===== config.mk =====
export PLATFORM = sky130hd
export DESIGN_NAME = instr_fetch
export DESIGN_NICKNAME = d
export VERILOG_FILES = /design/src/rtl/instr_fetch_pkg.sv /design/src/rtl/instr_fetch.sv
export SDC_FILE = /design/constraint.sdc
export NUM_CORES = 1
export LEC_CHECK = 0
export BUFFER_PORTS_ARGS = -buffer_cell sky130_fd_sc_hd__buf_4
export CAP_MARGIN = 20
export CORE_MARGIN = 5
export CORE_UTILIZATION = 43
export CTS_CLUSTER_DIAMETER = 80
export DETAILED_ROUTE_END_ITERATION = 12
export GPL_ROUTABILITY_DRIVEN = 0
export PLACE_DENSITY = 0.8
export SYNTH_ARGS = -nofsm -noshare
export SYNTH_HDL_FRONTEND = slang
export SYNTH_SLANG_ARGS = --single-unit

===== constraint.sdc =====
create_clock -name clk -period 2.15 [get_ports clk]
set_clock_uncertainty 0.1 [all_clocks]
set_input_delay 0.43 -clock clk [delete_from_list [all_inputs] [get_ports clk]]
set_output_delay 0.43 -clock clk [all_outputs]
set_load 0.01 [all_outputs]

===== src/rtl/instr_fetch_pkg.sv =====
// Shared definitions for the instruction fetch sequencer: FSM state
// encodings and the default position of the two-word opcode flag.
`ifndef INSTR_FETCH_PKG_SV
`define INSTR_FETCH_PKG_SV

package instr_fetch_pkg;

    // Encodings are fixed because the control unit decodes them directly.
    typedef enum logic [1:0] {
        IDLE      = 2'd0,
        FETCH_OP  = 2'd1,
        FETCH_IMM = 2'd2,
        VALID     = 2'd3
    } if_state_e;

    // Opcode bit that marks an instruction carrying a trailing immediate word.
    localparam int unsigned IMM_BIT_DEFAULT = 15;

endpackage

`endif


===== src/rtl/instr_fetch.sv =====
// Instruction fetch sequencer: gates the PC onto the address bus, runs a
// req/ack read for the opcode (and optional immediate) word, strobes the PC
// increment once per acknowledged word and offers the instruction to the
// control unit over a valid/ready handshake.
module instr_fetch
    import instr_fetch_pkg::*;
#(
    parameter int unsigned DATA_WIDTH = 16,
    parameter int unsigned IMM_BIT    = IMM_BIT_DEFAULT
) (
    input  logic                  clk,
    input  logic                  notReset,
    input  logic                  halt,
    input  logic                  flush,
    input  logic [DATA_WIDTH-1:0] pc_bus,
    output logic                  pc_read,
    output logic                  pc_inc,
    output logic                  mem_req,
    output logic [DATA_WIDTH-1:0] mem_addr,
    input  logic                  mem_ack,
    input  logic [DATA_WIDTH-1:0] mem_data,
    output logic                  instr_valid,
    input  logic                  instr_ready,
    output logic [DATA_WIDTH-1:0] ir,
    output logic [DATA_WIDTH-1:0] imm
);

    if_state_e             state_q, state_d;
    logic [DATA_WIDTH-1:0] ir_q, ir_d;
    logic [DATA_WIDTH-1:0] imm_q, imm_d;
    logic                  fetching;
    logic                  word_done;

    // State register; reset drops any outstanding request immediately.
    always_ff @(posedge clk or negedge notReset) begin
        if (!notReset) begin
            state_q <= IDLE;
        end else begin
            state_q <= state_d;
        end
    end

    // Next-state logic; flush outranks both mem_ack and instr_ready.
    always_comb begin
        state_d = state_q;
        unique case (state_q)
            IDLE: begin
                if (!halt) state_d = FETCH_OP;
            end
            FETCH_OP: begin
                if (flush) begin
                    state_d = IDLE;
                end else if (mem_ack) begin
                    state_d = mem_data[IMM_BIT] ? FETCH_IMM : VALID;
                end
            end
            FETCH_IMM: begin
                if (flush) begin
                    state_d = IDLE;
                end else if (mem_ack) begin
                    state_d = VALID;
                end
            end
            VALID: begin
                if (flush) begin
                    state_d = IDLE;
                end else if (instr_ready) begin
                    state_d = halt ? IDLE : FETCH_OP;
                end
            end
            default: state_d = IDLE;
        endcase
    end

    // Strobes and word-latch enables, decoded from the current state.
    always_comb begin
        fetching    = (state_q == FETCH_OP) || (state_q == FETCH_IMM);
        word_done   = fetching && mem_ack && !flush;
        pc_read     = fetching;
        mem_req     = fetching;
        mem_addr    = fetching ? pc_bus : '0;
        pc_inc      = word_done;
        instr_valid = (state_q == VALID);
        ir_d        = ir_q;
        imm_d       = imm_q;
        if (word_done) begin
            if (state_q == FETCH_OP) begin
                ir_d = mem_data;
            end else begin
                imm_d = mem_data;
            end
        end
    end

    // Opcode and immediate registers; imm keeps its value for one-word opcodes.
    always_ff @(posedge clk or negedge notReset) begin
        if (!notReset) begin
            ir_q  <= '0;
            imm_q <= '0;
        end else begin
            ir_q  <= ir_d;
            imm_q <= imm_d;
        end
    end

    assign ir  = ir_q;
    assign imm = imm_q;

endmodule

Word-level counts from Yosys, hierarchy flattened
Index checks and enable logic that the tools add are counted.
{ "classes": {"n_eq_ne": 7, "mux": 11, "n_bitwise": 1, "n_reduce_logical": 8} }
{ "ops": {"columns": ["operator", "n"], "rows": [
  ["$mux W16", 1],
  ["$mux W2", 7],
  ["$pmux W2 S4", 1],
  ["$ne A3 B3 Y1 const B", 2],
  ["$eq A2 B2 Y1 const B", 2],
  ["$reduce_and A2 Y1", 2],
  ["$reduce_and A4 Y1", 1],
  ["$ne A3 B2 Y1 const B", 1],
  ["$eq A2 B1 Y1 const B", 1],
  ["$logic_and A1 B1 Y1", 2],
  ["$logic_not A2 Y1", 1],
  ["$mux W1", 2],
  ["$ne A2 B2 Y1 const B", 1],
  ["$logic_not A1 Y1", 1],
  ["$logic_or A1 B1 Y1", 1],
  ["$not A1 Y1", 1]
]} }
{ "word_totals": {"reg_bits": 34, "in_bits": 38, "out_inout_bits": 52, "word_cells": 30} }

Logic depth before layout (Yosys ltp)
Gate-level depths: netlist (run 1).
{ "depth": {"ltp_word": 5, "depth_mapped": 7} }

Worst setup path after synthesis (run 1)
OpenSTA, ideal clock, no wires.
{ "synth_path": {"kind": "register -> register", "start": "register state_q[0]", "end": "register imm_q[0], in the netlist imm[0]", "arrival_time_ns": 1.896, "required_ns": 1.925, "slack_ns": 0.029, "stages_incl_launch_ff": 8, "path_buffers": 2, "period_less_slack_ns": 2.121, "path_cell_list": "dfrtp_1 inv_1 ha_1 nor3b_4 and2b_2 buf_6 buf_12 mux2_2"} }
{ "synth_via": {"elab_chain_cells": 5, "word_cells_on_any_way": 7, "classes_between": "2 x eq/ne; 1 x bitwise; 4 x reduce/logical"} }
{ "synth_lines": {"columns": ["element", "line", "source"], "rows": [
  ["start: declaration", "instr_fetch.sv:28", "if_state_e state_q, state_d;"],
  ["start signal: assignment", "instr_fetch.sv:39", "state_q <= state_d;"],
  ["$eq A2 B1 Y1 or $eq A2 B2 Y1 (tied branches)", "instr_fetch.sv:77", "fetching = (state_q == FETCH_OP) || (state_q == FETCH_IMM);"],
  ["$logic_or A1 B1 Y1 (*)", "instr_fetch.sv:77", null],
  ["net mem_req", "instr_fetch.sv:18", "output logic mem_req,"],
  ["$logic_and A1 B1 Y1 (*) (2 in a row)", "instr_fetch.sv:78", "word_done = fetching && mem_ack && !flush;"],
  ["net pc_inc", "instr_fetch.sv:17", "output logic pc_inc,"],
  ["$reduce_and A2 Y1 (no line) (*)", null, null],
  ["end signal: assignment", "instr_fetch.sv:102", "imm_q <= imm_d;"],
  ["end: declaration", "instr_fetch.sv:30", "logic [DATA_WIDTH-1:0] imm_q, imm_d;"]
]} }
The timed path passes the listed nets; every way through them passes the cells marked *.
A chain may end at the register's enable or synchronous reset.

Worst setup path in the final report (run 1)
{ "layout_path": {"start": "register state_q[1]", "end": "output port mem_addr[4]"} }
{ "layout_via": {"elab_chain_cells": 3, "word_cells_on_any_way": 4, "classes_between": "2 x eq/ne; 1 x mux; 1 x reduce/logical"} }
{ "layout_lines": {"columns": ["element", "line", "source"], "rows": [
  ["$eq A2 B1 Y1 or $eq A2 B2 Y1 (tied branches)", "instr_fetch.sv:77", null],
  ["$logic_or A1 B1 Y1 (*)", "instr_fetch.sv:77", null],
  ["$mux W16 (*)", "instr_fetch.sv:81", "mem_addr = fetching ? pc_bus : '0;"],
  ["end: declaration", "instr_fetch.sv:19", "output logic [DATA_WIDTH-1:0] mem_addr,"]
]} }
Mark *: on every way between the ends. The rest lies on a longest branch, timed or not.

==> summary.md, run 1 <==
| Metric | Value |
|---|---|
| Starting Density | `0.4557` |
| Layout cell share with drive strength beyond 1 | `0.6893` |
| Hold Crit Endpoint | `imm[11]` |
| Critical path data required time | `between 1500 and 2000 ps` |
| Fin worst setup slack | `85.94 ps` |
| Syn_area_per_cell | `14.15 um^2` |
| Unrepaired setup endpoints after global routing | `no` |
| Reg2Reg Launch Point | `state_q[1]` |
| CTS Buf Count | `5` |
| Switching power | `1.148 mW` |
| Htree depth | `2` |
| PD cells | `around 1500 nW/um^2` |
| R2R depth | `5` |
| Max Buffers Root-to-Sink | `2` |
| Initial DRC Count | `50` |
| Rel. slew slack | `0.7195` |
| Cell area after layout | `2352 um^2` |
| Final setup vio count | `0` |
| Largest net degree at the start of global routing | `35` |
| Commonest non-fill, non-tap cell in the layout | `buf_4` |
| Die Wd | `70.17 um` |
| Insertion delay to the later sink of the worst-skew pair | `around 320 ps` |
| Routed WL per cell | `15.40 um` |
| Initial antenna violation count | `0` |
| Mux cell area share after synthesis | `0.2387` |
| Comb pwr share | `0.540` |
| Post-synthesis xor/xnor area fraction | `0` |
| DRC | `0` |
| Final Hold Fails | `0` |
| Yosys reg bits | `34` |
| Nets | `248` |
| Sum Neg Setup Slack | `0 ps` |
| Final cycle utilization of the critical path | `0.9600` |
| Sequential fraction of the synthesis area | `0.5466` |
| Post-synthesis adder-cell area fraction | `0.04019` |
| CP arrival | `1530 ps` |
| Clk pin slew, worst setup/hold paths | `100 ps` |
| Total gr overflow | `0` |
| CTS tree | `done` |
| Reg2Reg Setup Slack | `120 ps` |
| Compound-Gate Fraction of Synth Area | `0.02814` |
| Final min period | `2064 ps` |
| Die Ht | `70.17 um` |
| Row count | `21` |
| TritonRoute pass-1 iters | `4` |
| Synthesized Nets | `153` |
| CP Max Fanout | `18` |
| Cell Area, Placed | `2236 um^2` |
| Max Cap Viol | `0` |
| IO buf count | `89` |
| WL final | `3.882 mm` |
| Ant diodes | `0` |
| Hold_ws | `237.4 ps` |
| Slew @ Worst Pin | `about 420 ps` |
| Commonest non-fill, non-tap cells in the layout | `buf_4, dfrtp_1, mux2_2` |
| Max Freq | `around 480 MHz` |
| Worst VDD drop | `between 0.8 and 0.9 mV` |
| Final Power | `~3.4 mW` |
| Register area | `850.8 um^2` |
| Post-Syn Instances | `110` |
| Fillcell total | `274` |
| Die Area | `4923 um^2` |
| Clock power frac | `0.129` |
| Synth-to-Final Area Change | `51.13%` |
| Switching share of power | `0.3336` |
| Post-DRT Antenna Nets | `0` |
| # clock sinks | `34` |
| Number of global-route vias before repair | `about 1400` |
| Largest family of logic cells by synthesized area | `multiplexers` |
| Kind of start point of the critical path | `flip-flop` |
| Global-route wire length before repair | `roughly 6.4 mm` |
| Worst Setup End Kind | `output port` |
| Final slew viol count | `0` |
| Hpwl dp | `3.101 mm` |
| Ys Warns | `0` |
| Root Buffer | `clkbuf_4` |
| CP Class | `reg2out` |
| Sequential power share | `0.331` |
| I/O pin count | `90` |
| Area of the core | `3416 um^2` |
| Multi-input logic area | `645.6 um^2` |
| P_int | `2.294 mW` |
| DR vias/cell | `4.960` |
| HP Class | `in2reg` |
| Simple-gate area share of the yosys netlist | `0.09968` |
| Hold path cells | `2` |
| Synth Cell Area | `1556 um^2` |
| Pleak | `1.176 nW` |
| Vias | `1250` |
| Hold Startpoint | `mem_data[11]` |
| Total track usage | `0.1652` |
| Status | `finished, final reports clean` |
| Setup slack after placement | `70.06 ps` |
| Post-synth cell types | `20` |
| FF-to-FF End | `imm[1]` |
## worst max-delay path, cell delays in order (launching register included)
cell and delay, ps:
dfrtp_1 400, inv_1 140, ha_4 220, buf_6 140, and2_2 170, buf_4 140
## per-stage QoR
step                  util  std cells
global route        0.6886        252
floorplan                -        110
global placement    0.6546        241
detailed placement  0.6546        241
finish              0.6886        252
CTS                 0.6839        252
## routing by layer
layer  GRT usage  vias up  routed length, um
met1      0.1670      588               1441
met4     0.09362        0                121
met5           0        -                  0
met3     0.06456       11                382
met2      0.2875       81               1937
li1            -      570                  -
## power groups by stage
stage | combinational [mW] | clock (mW) | sequential [mW]
2_1_floorplan | 0.785 | 0 | 1.27
3_3_place_gp | 1.76 | 0 | 1.13
3_5_place_dp | 1.82 | 0 | 1.16
4_1_cts | 1.85 | 0.455 | 1.14
5_1_grt | 2.02 | 0.486 | 1.17
6_report | 1.86 | 0.443 | 1.14
## flip-flops by register name, summed over array words and instances, names as in the netlist
| register | flops |
|---|---|
| state_q | 2 |
| ir | 16 |
| imm | 16 |
## kinds of logic (layout without fill, tap and decap cells)
family / Yosys count / in the layout
DFF: 34 / 34
muxes: 33 / 33
and+or+nand+nor: 22 / 22
adders and majority gates: 5 / 5
AOI/OAI and AO/OA: 6 / 6
buffers and inverters: 10 / 106
## final cells by class
cell class / instances / share of cell area
well taps: 46 / 0.02447
inverters: 5 / 0.007979
clock buffers: 7 / 0.01915
multi-input cells: 66 / 0.2745
flip-flops and latches: 34 / 0.3617
repair buffers: 93 / 0.2995
clock inverters: 1 / 0.01277
## worst max-delay path by stage
stage / from / end / slack (ps) / cells after the start
global placement: state_q[0] / imm[14] / 190 / 5
floorplan: state_q[0] / imm[0] / 30 / 7
finish: state_q[1] / mem_addr[4] / 90 / 5
global route: state_q[1] / mem_addr[2] / 20 / 5
detailed placement: state_q[0] / imm[1] / 70 / 5
CTS: state_q[0] / mem_addr[4] / 20 / 5
## synth_stat cells
cell	count	share of area
mux2_2	33	0.24
o41ai_1	1	0.0056
nand2_2	1	0.0040
dfrtp_1	34	0.55
and2_2	6	0.029
clkbuf_1	1	0.0024
inv_1	5	0.012
ha_1	5	0.040
buf_12	1	0.013
and2b_2	1	0.0056
o221ai_1	2	0.011
buf_4	1	0.0048
and2_1	10	0.040
o21ai_0	1	0.0032
buf_6	2	0.014
a21oi_1	1	0.0032
nand2b_1	1	0.0040
o21bai_1	1	0.0048
nor3b_4	1	0.012
nand2_1	2	0.0048
## repair_timing
action	4_1_cts	5_1_grt
setup endpoints to repair	16	16
setup buffers	2	0
hold buffers	1	0
cloned	0	0
hold endpoints to repair	34	0
gates resized for setup	0	3
(Power assumes the default switching activity.)
==> run 2, diff against run 1 <==
CORE_UTILIZATION = 45   (was 43)
CTS_BUF_LIST = sky130_fd_sc_hd__clkbuf_4   (was not set)
PLACE_DENSITY = 0.83   (was 0.8)
SLEW_MARGIN = 20   (was not set)
==> run 2 against run 1 <==
Sequential power about the same. Combinational power about the same. Maximum frequency up 0.64%. Clock power up 32%. Register-to-register slack better by 30 ps. Hold slack worse by 17 ps. Sequential share of layout area down 0.70 points. Die area down 3.8%. Core utilization up 3.0 points. Largest power group unchanged. Clock-buffer cell count down 2. Via count down 1.5%. Largest cell class unchanged. Critical endpoint is now mem_addr[2]. Final cell count up 0.79%.
==> summary.md, run 2 (synthesis results as in run 1) <==
| Metric | Value |
|---|---|
| Status | `finished, final reports clean (unchanged)` |
| Max Cap Viol | `0 (unchanged)` |
| Rel. slew slack | `0.7218 (was 0.7195)` |
| Largest net degree at the start of global routing | `35 (unchanged)` |
| Synth-to-Final Area Change | `54.10% (was 51.13%)` |
| Die Ht | `68.81 um (was 70.17 um)` |
| Post-DRT Antenna Nets | `0 (unchanged)` |
| Critical path data required time | `1620 ps (about the same)` |
| Hpwl dp | `3.084 mm (was 3.101 mm)` |
| Area of the core | `3337 um^2 (was 3416 um^2)` |
| Slowest stage delay, CP | `420 ps (was 400 ps)` |
| Slew @ Worst Pin | `417.3 ps (was 420.7 ps)` |
| DR vias/cell | `4.846 (was 4.960)` |
| Cell area after layout | `2399 um^2 (was 2352 um^2)` |
| Hold_ws | `220.7 ps (was 237.4 ps)` |
| Final cycle utilization of the critical path | `0.9539 (was 0.9600)` |
| Root Buffer | `clkbuf_4 (unchanged)` |
| CP Class | `reg2out (unchanged)` |
| Final setup vio count | `0 (unchanged)` |
| Clk pin slew, worst setup/hold paths | `110 ps (was 100 ps)` |
| I/O pin count | `90 (unchanged)` |
| Initial DRC Count | `43 (was 50)` |
| Commonest non-fill, non-tap cells in the layout | `buf_4, dfrtp_1, mux2_2 (unchanged)` |
| Crit path cell chain | `inv_2 -> ha_4 -> buf_6 -> and2_2 -> buf_4 (was inv_1 -> ha_4 -> buf_6 -> and2_2 -> buf_4)` |
| Fillcell total | `250 (was 274)` |
| Sum Neg Setup Slack | `0 ps (unchanged)` |
| Die Area | `4735 um^2 (was 4923 um^2)` |
| Cell Area, Placed | `2236 um^2 (unchanged)` |
| Worst VDD drop | `0.8253 mV (was 0.8223 mV)` |
| Final min period | `2051 ps (was 2064 ps)` |
| Setup slack after placement | `77.19 ps (was 70.06 ps)` |
| Nets | `250 (was 248)` |
| Multi-input logic area | `645.6 um^2 (unchanged)` |
| Worst path slowest cell | `dfrtp_1 (unchanged)` |
| # clock sinks | `34 (unchanged)` |
| Max Freq | `487.6 MHz (was 484.5 MHz)` |
| Row count | `21 (unchanged)` |
| CP top delay family | `flip-flops (was buffers and inverters)` |
| DRC | `0 (unchanged)` |
| Total track usage | `0.1761 (was 0.1652)` |
| Insertion delay to the later sink of the worst-skew pair | `330 ps (was 320 ps)` |
| Commonest non-fill, non-tap cell in the layout | `buf_4 (unchanged)` |
| Routed WL per cell | `15.45 um (was 15.40 um)` |
| Total gr overflow | `0 (unchanged)` |
| Kind of start point of the critical path | `flip-flop (unchanged)` |
| Fin worst setup slack | `99.01 ps (was 85.94 ps)` |
| Die Wd | `68.81 um (was 70.17 um)` |
| Number of global-route vias before repair | `1348 (was 1441)` |
| PD cells | `1508 nW/um^2 (was 1464 nW/um^2)` |
| Final slew viol count | `0 (unchanged)` |
| Ant diodes | `0 (unchanged)` |
| Starting Density | `0.4664 (was 0.4557)` |
| Finished Layout Cells | `254 (was 252)` |
| HP Class | `in2reg (unchanged)` |
| CTS tree | `done (unchanged)` |
| Register area | `850.8 um^2 (unchanged)` |
| CTS Buf Count | `5 (unchanged)` |
| Worst Setup End Kind | `output port (unchanged)` |
| CP arrival | `1520 ps (was 1530 ps)` |
| Pleak | `1.203 nW (was 1.176 nW)` |
| CP Max Fanout | `18 (unchanged)` |
| Global-route wire length before repair | `5.892 mm (was 6.410 mm)` |
| Htree depth | `2 (unchanged)` |
| Inst Count DP | `241 (unchanged)` |
| Unrepaired setup endpoints after global routing | `no (unchanged)` |
| Max Buffers Root-to-Sink | `2 (unchanged)` |
| TritonRoute pass-1 iters | `2 (was 4)` |
| Final Hold Fails | `0 (unchanged)` |
| Initial antenna violation count | `0 (unchanged)` |
| Vias | `1231 (was 1250)` |
| CP bufs+invs | `3 (unchanged)` |
| IO buf count | `89 (unchanged)` |
| WL final | `3.924 mm (was 3.882 mm)` |
| Layout cell share with drive strength beyond 1 | `0.7067 (was 0.6893)` |
run 2: changes by cell type in the layout (fill, tap and decap cells not counted), sizes merged:
| cell | change |
|---|---|
| bufinv | +1 |
| clkinv | +1 |
| clkbuf | -2 |
| buf | +2 |
run 2: worst reg2reg max path: stages (launching register included):
cell	delay [ps]
dfrtp_1	420
buf_4	140
buf_4	130
ha_1	230
and2b_2	460
mux2_2	400
run 2: per-layer routing:
layer	global-route usage	vias up	wire length, um
met4	0.09489	0	70
met1	0.1749	588	1352
met5	0	-	0
li1	-	567	-
met3	0.05348	8	420
met2	0.3242	68	2081
run 2: metrics by stage:
stage,power [mW],util
2_1_floorplan,2.058,-
3_3_place_gp,2.902,0.6700
3_5_place_dp,2.984,0.6700
4_1_cts,3.616,0.7094
5_1_grt,3.863,0.7188
6_report,3.616,0.7188
run 2: worst paths after layout:
check,from,endpoint,slack (ps),depth (start not counted)
max in group asynchronous,notReset,ir[9],1190,2
min reg2reg,ir[11],ir[11],420,1
min,mem_data[8],ir[8],220,2
max,state_q[0],mem_addr[2],100,5
min in group asynchronous,notReset,ir[8],460,2
max reg2reg,state_q[0],imm[1],150,5
run 2: final cells by class:
type,count,area share
flip-flops and latches,34,0.3547
repair buffers,95,0.2999
clock buffers,5,0.01565
inverters,5,0.007825
clock inverters,3,0.02869
well taps,46,0.02400
multi-input cells,66,0.2692
run 2: timing repair:
action	4_1_cts	5_1_grt
hold endpoints to repair	34	0
pin swaps	0	0
hold buffers	1	0
setup buffers	2	2
resized for setup	2	2
setup endpoints to repair	16	16
run 2: where the power goes:
group	leakage, nW	switching, mW	internal (mW)	total (mW)
logic	0.738	0.783	1.11	1.89
clock network	0.0554	0.221	0.364	0.585
registers	0.409	0.182	0.960	1.14
total	1.20	1.19	2.43	3.62
==> run 3, diff against run 2 <==
REMOVE_ABC_BUFFERS = 1   (was not set)
==> run 3 against run 2 <==
Register-to-register slack improved by 60 ps. Core utilization fell by 0.45 points. Critical path depth did not move. Hold slack improved by 5.4 ps. Sequential power barely moved. Largest power group unchanged.
==> summary.md, run 3 (synthesis results as in run 1) <==
| Metric | Value |
|---|---|
| Cell area after layout | `2384 um^2 (was 2399 um^2)` |
| Initial DRC Count | `46 (was 43)` |
| Worst VDD drop | `0.6433 mV (was 0.8253 mV)` |
| Commonest non-fill, non-tap cell in the layout | `buf_4 (unchanged)` |
| Max Cap Viol | `0 (unchanged)` |
| Clk pin slew, worst setup/hold paths | `110 ps (about the same)` |
| Htree depth | `2 (unchanged)` |
| Final setup vio count | `0 (unchanged)` |
| Max Freq | `493.2 MHz (was 487.6 MHz)` |
| Area of the core | `3337 um^2 (unchanged)` |
| Ant diodes | `0 (unchanged)` |
| Final min period | `2028 ps (was 2051 ps)` |
| Switching share of power | `0.3305 (was 0.3280)` |
| Cell Area, Placed | `2236 um^2 (unchanged)` |
| Hold Crit Endpoint | `ir[1] (was ir[8])` |
| CTS tree | `done (unchanged)` |
| Finished Layout Cells | `252 (was 254)` |
| Critical path data required time | `1620 ps (about the same)` |
| Max Buffers Root-to-Sink | `2 (unchanged)` |
| Final cycle utilization of the critical path | `0.9431 (was 0.9539)` |
| PD cells | `1513 nW/um^2 (was 1508 nW/um^2)` |
| Nets | `248 (was 250)` |
| Multi-input logic area | `645.6 um^2 (unchanged)` |
| Starting Density | `0.4664 (unchanged)` |
| I/O pin count | `90 (unchanged)` |
| Rel. slew slack | `0.7314 (was 0.7218)` |
| CP Max Fanout | `18 (unchanged)` |
| Commonest non-fill, non-tap cells in the layout | `buf_4, dfrtp_1, mux2_2 (unchanged)` |
| P_int | `2.414 mW (was 2.430 mW)` |
| FF-to-FF End | `imm[14] (was imm[1])` |
| Hold Startpoint | `mem_data[1] (was mem_data[8])` |
| Comb pwr share | `0.522 (was 0.523)` |
| Die Ht | `68.81 um (unchanged)` |
| Insertion delay to the later sink of the worst-skew pair | `330 ps (about the same)` |
| CP Class | `reg2out (unchanged)` |
| Hold path cells | `2 (unchanged)` |
| Final slew viol count | `0 (unchanged)` |
| Routed WL per cell | `15.58 um (was 15.45 um)` |
| Inst Count DP | `241 (unchanged)` |
| Register area | `850.8 um^2 (unchanged)` |
| # clock sinks | `34 (unchanged)` |
| Sequential power share | `0.315 (was 0.316)` |
| Slew @ Worst Pin | `402.9 ps (was 417.3 ps)` |
| Reg2Reg Setup Slack | `210 ps (was 150 ps)` |
| Number of global-route vias before repair | `1337 (was 1348)` |
| Root Buffer | `clkbuf_4 (unchanged)` |
| Vias | `1226 (was 1231)` |
| Initial antenna violation count | `0 (unchanged)` |
| Pleak | `1.192 nW (was 1.203 nW)` |
| Sum Neg Setup Slack | `0 ps (unchanged)` |
| Layout cell share with drive strength beyond 1 | `0.7039 (was 0.7067)` |
| Row count | `21 (unchanged)` |
| Unrepaired setup endpoints after global routing | `no (unchanged)` |
| R2R depth | `5 (unchanged)` |
| TritonRoute pass-1 iters | `4 (was 2)` |
| IO buf count | `89 (unchanged)` |
| DRC | `0 (unchanged)` |
| Die Wd | `68.81 um (unchanged)` |
| Global-route wire length before repair | `5.968 mm (was 5.892 mm)` |
| Total track usage | `0.1752 (was 0.1761)` |
| Worst Setup End Kind | `output port (unchanged)` |
| Largest net degree at the start of global routing | `35 (unchanged)` |
| Synth-to-Final Area Change | `53.14% (was 54.10%)` |
| CTS Buf Count | `5 (unchanged)` |
| CP arrival | `1500 ps (was 1520 ps)` |
| Clock power frac | `0.163 (was 0.162)` |
| Hpwl dp | `3.222 mm (was 3.084 mm)` |
| HP Class | `in2reg (unchanged)` |
| Final Hold Fails | `0 (unchanged)` |
| Status | `finished, final reports clean (unchanged)` |
| Die Area | `4735 um^2 (unchanged)` |
| Reg2Reg Launch Point | `state_q[0] (unchanged)` |
| Switching power | `1.192 mW (was 1.186 mW)` |
| Final Power | `3.606 mW (was 3.616 mW)` |
| WL final | `3.927 mm (was 3.924 mm)` |
| Fillcell total | `230 (was 250)` |
| DR vias/cell | `4.865 (was 4.846)` |
| Kind of start point of the critical path | `flip-flop (unchanged)` |
| Post-DRT Antenna Nets | `0 (unchanged)` |
| Total gr overflow | `0 (unchanged)` |
[run 3: changes by cell type in the layout (fill, tap and decap cells not counted), sizes merged]
cell,previous run,this run
buf,94,92
[run 3: timing repair]
item / in CTS / in global routing
buffers inserted: 2 / 0
hold buffers: 1 / 0
endpoints found under the hold margin: 34 / 0
gates resized for setup: 0 / 4
setup endpoints to repair: 16 / 16
cloned: 0 / 0
[run 3: power by group through the flow]
stage | registers (mW) | logic, mW | clock network, mW
floorplan | 1.27 | 0.725 | 0
global placement | 1.14 | 1.77 | 0
detailed placement | 1.16 | 1.84 | 0
CTS | 1.13 | 1.88 | 0.600
global route | 1.17 | 2.05 | 0.630
finish | 1.14 | 1.88 | 0.586
[run 3: worst max path at each step]
stage / from / to / slack, ps / cells after the start
6_report: state_q[0] / mem_addr[0] / 120 / 5
5_1_grt: state_q[0] / mem_addr[0] / 40 / 5
4_1_cts: state_q[0] / mem_addr[3] / 20 / 5
3_5_place_dp: state_q[1] / imm[4] / 110 / 5
3_3_place_gp: state_q[0] / imm[7] / 210 / 5
2_1_floorplan: state_q[0] / imm[0] / -100 / 5
[run 3: layout make-up]
| class | instances | share of cell area |
|---|---|---|
| clock buffers | 5 | 0.01575 |
| clock inverters | 3 | 0.02887 |
| inverters | 5 | 0.007874 |
| multi-input cells | 66 | 0.2709 |
| flip-flops and latches | 34 | 0.3570 |
| well taps | 46 | 0.02415 |
| repair buffers | 93 | 0.2955 |
[run 3: layer usage]
| metal | wire, um | part of all wire | track usage | vias up |
|---|---|---|---|---|
| met3 | 555 | 0.14 | 0.08590 | 9 |
| met1 | 1318 | 0.34 | 0.1701 | 574 |
| met2 | 1950 | 0.50 | 0.3123 | 77 |
| li1 | - | - | - | 566 |
| met4 | 102 | 0.026 | 0.07543 | 0 |
| met5 | 0 | 0 | 0 | - |
[run 3: critical path, stage by stage, from the launching register on]
cell     delay, ps
dfrtp_1        410
inv_2          100
ha_4           210
buf_6          140
and2_2         170
buf_4          140
[run 3: per-stage QoR]
stage | worst slack, ps | hold slack [ps] | utilization
2_1_floorplan | -99.68 | 34.41 | -
3_3_place_gp | 213.8 | 287.7 | 0.6700
3_5_place_dp | 110.1 | 291.5 | 0.6700
4_1_cts | 18.53 | 211.1 | 0.7094
5_1_grt | 41.66 | 205.9 | 0.7143
6_report | 122.4 | 226.1 | 0.7143
